<file path="src/rtl/boot_ctrl_pkg.sv">
// boot_ctrl shared types and constants.
// State encoding and default end-of-program instruction.
package boot_ctrl_pkg;

  typedef enum logic [1:0] {
    S_IDLE,
    S_LOAD,
    S_RUN,
    S_HALT
  } state_t;

  // jal x0,0 : tight self-loop used as the end marker
  localparam logic [31:0] HALT_INSN_DEF = 32'h0000_006f;

endpackage

</file>
<file path="src/rtl/boot_ctrl_if.sv">
// Loader handshake and instruction-memory write port.
// master = word source / memory side, slave = controller.
interface boot_ctrl_if #(
  parameter int AW = 6
);

  logic          in_valid;
  logic [31:0]   in_data;
  logic          in_ready;
  logic          imem_we;
  logic [AW-1:0] imem_waddr;
  logic [31:0]   imem_wdata;

  modport master (
    output in_valid,
    output in_data,
    input  in_ready,
    input  imem_we,
    input  imem_waddr,
    input  imem_wdata
  );

  modport slave (
    input  in_valid,
    input  in_data,
    output in_ready,
    output imem_we,
    output imem_waddr,
    output imem_wdata
  );

endinterface

</file>
<file path="src/rtl/boot_ctrl_sat_counter.sv">
// Saturating up-counter with synchronous clear and enable.
// Holds at all-ones once reached.
module sat_counter #(
  parameter int W = 32
) (
  input  logic         clk,
  input  logic         clr,
  input  logic         en,
  output logic [W-1:0] q
);

  always_ff @(posedge clk) begin
    if (clr) begin
      q <= '0;
    end else if (en && (q != '1)) begin
      q <= q + W'(1);
    end
  end

endmodule

</file>
<file path="src/rtl/boot_ctrl.sv">
// Boot controller: loads a program into instruction memory,
// releases the core, and stops it on end marker or timeout.
module boot_ctrl
  import boot_ctrl_pkg::*;
#(
  parameter int          IMEM_DEPTH = 64,
  parameter logic [31:0] HALT_INSN  = HALT_INSN_DEF,
  parameter int          TIMEOUT    = 1000,
  localparam int         AW         = $clog2(IMEM_DEPTH)
) (
  input  logic        clk,
  input  logic        rst,
  input  logic        load_start,
  input  logic [AW:0] load_len,
  boot_ctrl_if.slave  bus,
  input  logic [31:0] core_insn,
  input  logic [31:0] core_pc,
  output logic        core_rst,
  output logic        busy,
  output logic        halted,
  output logic        err,
  output logic [31:0] halt_pc,
  output logic [31:0] cycle_cnt
);

  localparam logic [AW:0] DEPTH_W  = (AW+1)'(IMEM_DEPTH);
  localparam logic [AW:0] ONE_W    = (AW+1)'(1);
  localparam logic [31:0] TMO_LAST = 32'(TIMEOUT - 1);

  state_t        state;
  state_t        nxt;
  logic [AW-1:0] cnt;
  logic [AW:0]   len_q;
  logic          idle_like;
  logic          len_ok;
  logic          accept;
  logic          reject;
  logic          xfer;
  logic          last;
  logic          hit;
  logic          tmo;
  logic          stop;

  always_comb begin
    idle_like = (state == S_IDLE) || (state == S_HALT);
    len_ok    = (load_len != '0) && (load_len <= DEPTH_W);
    accept    = idle_like && load_start && len_ok;
    reject    = idle_like && load_start && !len_ok;
    xfer      = (state == S_LOAD) && bus.in_valid;
    last      = xfer && ({1'b0, cnt} == (len_q - ONE_W));
    hit       = (state == S_RUN) && (core_insn == HALT_INSN);
    tmo       = (state == S_RUN) && (cycle_cnt == TMO_LAST);
    stop      = hit || tmo;
    nxt       = state;
    unique case (state)
      S_IDLE, S_HALT: if (accept) nxt = S_LOAD;
      S_LOAD:         if (last)   nxt = S_RUN;
      S_RUN:          if (stop)   nxt = S_HALT;
      default:        nxt = S_IDLE;
    endcase
  end

  always_ff @(posedge clk) begin
    if (rst) state <= S_IDLE;
    else     state <= nxt;
  end

  always_ff @(posedge clk) begin
    if (rst) begin
      cnt     <= '0;
      len_q   <= '0;
      err     <= 1'b0;
      halt_pc <= '0;
    end else begin
      if (accept) begin
        cnt   <= '0;
        len_q <= load_len;
        err   <= 1'b0;
      end else if (xfer) begin
        cnt <= cnt + AW'(1);
      end
      // a timeout wins over a coincident end marker
      if (reject || tmo) err <= 1'b1;
      if (stop) halt_pc <= core_pc;
    end
  end

  sat_counter #(.W(32)) u_cyc (
    .clk (clk),
    .clr (rst || accept),
    .en  (state == S_RUN),
    .q   (cycle_cnt)
  );

  assign bus.in_ready   = (state == S_LOAD);
  assign bus.imem_we    = xfer;
  assign bus.imem_waddr = cnt;
  assign bus.imem_wdata = bus.in_data;
  assign core_rst       = (state != S_RUN);
  assign busy           = (state == S_LOAD) || (state == S_RUN);
  assign halted         = (state == S_HALT);

endmodule

</file>
<file path="src/flat_wrapper.sv">
// flat-port wrapper written by rule: the top's interface ports become plain ports
module boot_ctrl_flat import boot_ctrl_pkg::*;
#(
  parameter int          IMEM_DEPTH = 64,
  parameter logic [31:0] HALT_INSN  = HALT_INSN_DEF,
  parameter int          TIMEOUT    = 1000,
  localparam int         AW         = $clog2(IMEM_DEPTH)
)
  (clk, rst, load_start, load_len, core_insn, core_pc, core_rst, busy, halted, err, halt_pc, cycle_cnt, bus_in_valid, bus_in_data, bus_in_ready, bus_imem_we, bus_imem_waddr, bus_imem_wdata);
  boot_ctrl_if #(.AW((6))) bus_i ();
  input  logic clk;
  input  logic rst;
  input  logic load_start;
  input  logic [AW:0] load_len;
  input  logic [31:0] core_insn;
  input  logic [31:0] core_pc;
  output logic core_rst;
  output logic busy;
  output logic halted;
  output logic err;
  output logic [31:0] halt_pc;
  output logic [31:0] cycle_cnt;
  input wire logic [$bits(bus_i.in_valid)-1:0] bus_in_valid;
  input wire logic [$bits(bus_i.in_data)-1:0] bus_in_data;
  output wire logic [$bits(bus_i.in_ready)-1:0] bus_in_ready;
  output wire logic [$bits(bus_i.imem_we)-1:0] bus_imem_we;
  output wire logic [$bits(bus_i.imem_waddr)-1:0] bus_imem_waddr;
  output wire logic [$bits(bus_i.imem_wdata)-1:0] bus_imem_wdata;
  assign bus_i.in_valid = bus_in_valid;
  assign bus_i.in_data = bus_in_data;
  assign bus_in_ready = bus_i.in_ready;
  assign bus_imem_we = bus_i.imem_we;
  assign bus_imem_waddr = bus_i.imem_waddr;
  assign bus_imem_wdata = bus_i.imem_wdata;
  boot_ctrl #(.IMEM_DEPTH(IMEM_DEPTH), .HALT_INSN(HALT_INSN), .TIMEOUT(TIMEOUT)) u_core (.clk(clk), .rst(rst), .load_start(load_start), .load_len(load_len), .bus(bus_i), .core_insn(core_insn), .core_pc(core_pc), .core_rst(core_rst), .busy(busy), .halted(halted), .err(err), .halt_pc(halt_pc), .cycle_cnt(cycle_cnt));
endmodule
</file>
<file path="config.mk">
export PLATFORM = sky130hd
export DESIGN_NAME = boot_ctrl_flat
export DESIGN_NICKNAME = d
export VERILOG_FILES = /design/src/rtl/boot_ctrl_pkg.sv /design/src/rtl/boot_ctrl_if.sv /design/src/rtl/boot_ctrl_sat_counter.sv /design/src/rtl/boot_ctrl.sv /design/src/flat_wrapper.sv
export SDC_FILE = /design/constraint.sdc
export NUM_CORES = 1
export LEC_CHECK = 0
export CORE_ASPECT_RATIO = 0.75
export CORE_MARGIN = 5
export CORE_UTILIZATION = 36
export CTS_CLUSTER_DIAMETER = 120
export DETAILED_ROUTE_END_ITERATION = 8
export PLACE_DENSITY = 0.85
export SETUP_SLACK_MARGIN = 0.02
export SYNTH_ARGS = -nofsm -noshare
export SYNTH_HDL_FRONTEND = slang
export SYNTH_SLANG_ARGS = --single-unit
</file>
<file path="constraint.sdc">
create_clock -name clk -period 2.2 [get_ports clk]
set_input_delay 0.44 -clock clk [delete_from_list [all_inputs] [get_ports clk]]
set_output_delay 0.44 -clock clk [all_outputs]
set_load 0.05 [all_outputs]
</file>
==> metrics.txt <==
worst r2r path cells=8; diode insertion count for antenna repair=0; num ports=215; sequence of cells on the critical path=clkdlybuf4s50_1; pin count of the biggest net entering global routing=39; transition at the pin with the smallest max-transition slack=0.639 ns; xor-xnor portion of the synthesized cell area=0.0741; Hold Path Origin=load_len[3]; post-layout net count=730; count of state elements after synthesis=80; path category of the worst min-delay check=in2reg; adder-cell share of the synthesized area=0.0212; maximum vdd drop=0.323 mV; number of library cell types mapped by synthesis=52; wire length per cell=17.7 um; cell taking the most area after synthesis=sky130_fd_sc_hd__dfxtp_1; Cells on Worst Hold Path=3; number of buffers and inverters on the critical path=1; root buf cell=sky130_fd_sc_hd__clkbuf_16; Slew Viols, Final=0; final hold violation count=0; largest stage delay on the critical path=0.88 ns; tightest slew margin relative to the limit=0.573; standby leakage power=2.64 nW; overall overflow remaining after global route=0; placed cell areas=5730 um2; die span in x=134 um; area share of the largest cell type after synthesis=0.387; Critical Path Start Type=flop; 1st-iter DRT viols=160; power density over the cells=665 nW/um2; overall routing resource usage=0.184; summed instance area of the synthesized netlist=4140 um2; height of the chip=103 um; Final GP Congestion=0.907; detailed-placement wirelength estimate=9990 um; top library cells by usage in the layout, fill and taps aside=127 x sky130_fd_sc_hd__clkdlybuf4s50_1, 83 x sky130_fd_sc_hd__nor2_1, 53 x sky130_fd_sc_hd__dfxtp_1, 40 x sky130_fd_sc_hd__mux2i_1, 33 x sky130_fd_sc_hd__buf_4; Yosys warning count=0; vias per inst=5.18; total detailed-routing wirelength=13500 um; count of final setup violators=0; dominant synthesized flop cell=sky130_fd_sc_hd__dfxtp_1; post-route minimum period=2.15 ns; worst hold slack=0.371 ns; clock tree from TritonCTS=done; via count=3942; capturing point of the worst reg2reg path=u_core.state[0]; CTS sink count=80; clock network latency to the later pin of the worst-skew pair=0.33 ns; number of levels the H-tree was split into=3; Hold Path Sink=u_core.len_q[3]; simple logic cell fraction of the synthesized area=0.259; CP delay by family, top=buffers and inverters; Post-Route Skew=0.00901 ns; number of CTS-inserted buffers=9; post-route DRC violation count=0; setup repair after global routing missed its margin=yes; quantity of hold-fixing buffers added after cts=0; total nets after synthesis=584; highest fanout seen on the critical path=8; buffer levels on the longest clock path=2; cell with the biggest individual delay on the critical path=sky130_fd_sc_hd__clkdlybuf4s50_1; R2R setup slack=0.08 ns; Core Box Area=11100 um2; final clock period utilization by the worst path=0.977; sequential fraction of the synthesis area=0.387; f_max=0.465 GHz; post-synthesis cell count=470; Area growth, synth to finish=54.7%; outcome=finished, final reports clean; number of enable-type register cells in the synthesized netlist=0; die area=13800 um2; cell types with the largest area share after synthesis=sky130_fd_sc_hd__dfxtp_1 39%, sky130_fd_sc_hd__mux2i_1 9.7%, sky130_fd_sc_hd__nor2_1 7.6%; Max-cap violations=0; cell count after placement=734; number of antenna violations at the first check in global routing=1; mux contribution to synthesized area=0.0995; via count of the first global-routing pass=3891; global-route wire length before repair=20300 um; launch instance of the worst register-to-register path=u_core.len_q[1]; number of search-and-repair iterations in the first detailed-routing pass=4; Critical Path AT=1.71 ns; crit path kind=reg2out; Data required, critical path=1.76 ns; clk slew on worst S/H paths=0.06 ns; final std cell area, no fill=6400 um2; ratio of cells with drive above 1 in the final layout=0.200; dominant combinational cell family by area after synthesis=simple AND/OR/NAND/NOR gates; antenna-violating nets left=0; Final TNS setup=0 ns; number of buffer cells added on primary ports=150; most common cell after layout, fill and taps aside=sky130_fd_sc_hd__clkdlybuf4s50_1; post-route non-filler standard cell count=761; compound-cell area share of the yosys netlist=0.0644; number of standard-cell rows in the floorplan=33; average cell area after synthesis=8.80 um2; CP endpoint kind=primary output; FFs w/ async S/R, synth=0; Initial Utilization=0.374
[synthesized netlist by cell type, types with 2 or more instances]
cell type	n
sky130_fd_sc_hd__nor2_1	84
sky130_fd_sc_hd__dfxtp_1	80
sky130_fd_sc_hd__mux2i_1	40
sky130_fd_sc_hd__buf_4	33
sky130_fd_sc_hd__nand2_1	30
sky130_fd_sc_hd__nor4_1	26
sky130_fd_sc_hd__xnor2_1	18
sky130_fd_sc_hd__xor2_1	17
sky130_fd_sc_hd__nand3_1	13
sky130_fd_sc_hd__nand4_1	12
sky130_fd_sc_hd__nor3_1	10
sky130_fd_sc_hd__a21oi_1	9
sky130_fd_sc_hd__or3_1	9
sky130_fd_sc_hd__clkbuf_1	8
sky130_fd_sc_hd__inv_1	8
sky130_fd_sc_hd__and3_1	7
sky130_fd_sc_hd__ha_1	7
sky130_fd_sc_hd__buf_2	6
sky130_fd_sc_hd__and4_1	4
sky130_fd_sc_hd__buf_6	4
sky130_fd_sc_hd__o21ai_0	4
sky130_fd_sc_hd__a211oi_1	3
sky130_fd_sc_hd__a211o_1	2
sky130_fd_sc_hd__inv_2	2
sky130_fd_sc_hd__nand2b_1	2
sky130_fd_sc_hd__nor4bb_1	2
sky130_fd_sc_hd__o21ai_1	2
sky130_fd_sc_hd__o311ai_0	2
sky130_fd_sc_hd__or2_1	2
sky130_fd_sc_hd__or4_1	2
[through the flow]
step,total power [mW],util,setup slack (ns)
detailed placement,2.72,0.518,-0.563
global placement,2.68,0.518,-0.488
global route,4.43,0.578,-0.110
finish,4.25,0.578,0.0503
CTS,4.16,0.554,0.0116
floorplan,2.36,-,-0.0369
[worst register-to-register path: cells and delay by family (launching register included)]
kind / cells / cell delay, ns
fa+ha+maj: 1 / 0.19
flops: 1 / 0.33
buf+inv: 1 / 0.07
compound gates: 5 / 1.07
mux: 1 / 0.34
[state kept, by name, summed over array words and instances (netlist names)]
name,cells
u_core.halt_pc,32
u_core.u_cyc.q,32
u_core.len_q,7
u_core.bus.imem_waddr,6
u_core.state,2
u_core.err,1
[how the worst max path moves through the flow]
stage | startpoint | slack, ns | endpoint | cells after the start
final | u_core.bus.imem_waddr[5] | 0.05 | bus_imem_waddr[5] | 1
after global routing | core_insn[18] | -0.11 | u_core.state[0] | 7
after CTS | load_len[1] | 0.01 | u_core.state[0] | 7
after detailed placement | load_len[0] | -0.56 | u_core.state[0] | 7
after global placement | load_len[0] | -0.49 | u_core.state[0] | 7
after floorplan | load_len[0] | -0.04 | u_core.state[0] | 7
[final cells by class]
cell class	instances	area (um2)
Fill cell	930	4660
Timing Repair Buffer	185	1850
Multi-Input combinational cell	330	2420
Sequential cell	80	1640
Clock buffer	9	225
Tap cell	140	175
Inverter	10	37.5
Clock inverter	7	53.8
[logic make-up after synthesis]
logic type / Yosys count
simple gates: 212
compound gates: 34
xor+xnor: 35
mux: 41
flops: 80
fa+ha+maj: 7
buf+inv: 61
[what timing repair did]
item                                    CTS  global route
pin swaps                                10            19
resized for setup                        28            42
endpoints found under the setup margin   73            57
cloned                                    1             0
buffers inserted                          2             8
[layer usage]
metal  wire length [um]  global-route usage  vias to the layer above
li1                   -                   -                     1922
met1               5630               0.230                     1848
met2               6580               0.305                      138
met3               1050              0.0644                       32
met4                223              0.0553                        2
met5                  7                   0                        -
[power breakdown]
| part | total [mW] | leakage [nW] | internal, mW | switching, mW |
|---|---|---|---|---|
| Sequential | 1.54 | 0.660 | 1.49 | 0.0501 |
| Clock | 1.41 | 0.128 | 0.772 | 0.641 |
| Combinational | 1.30 | 1.85 | 0.642 | 0.655 |
No activity file was read; power rests on OpenSTA's default activity.
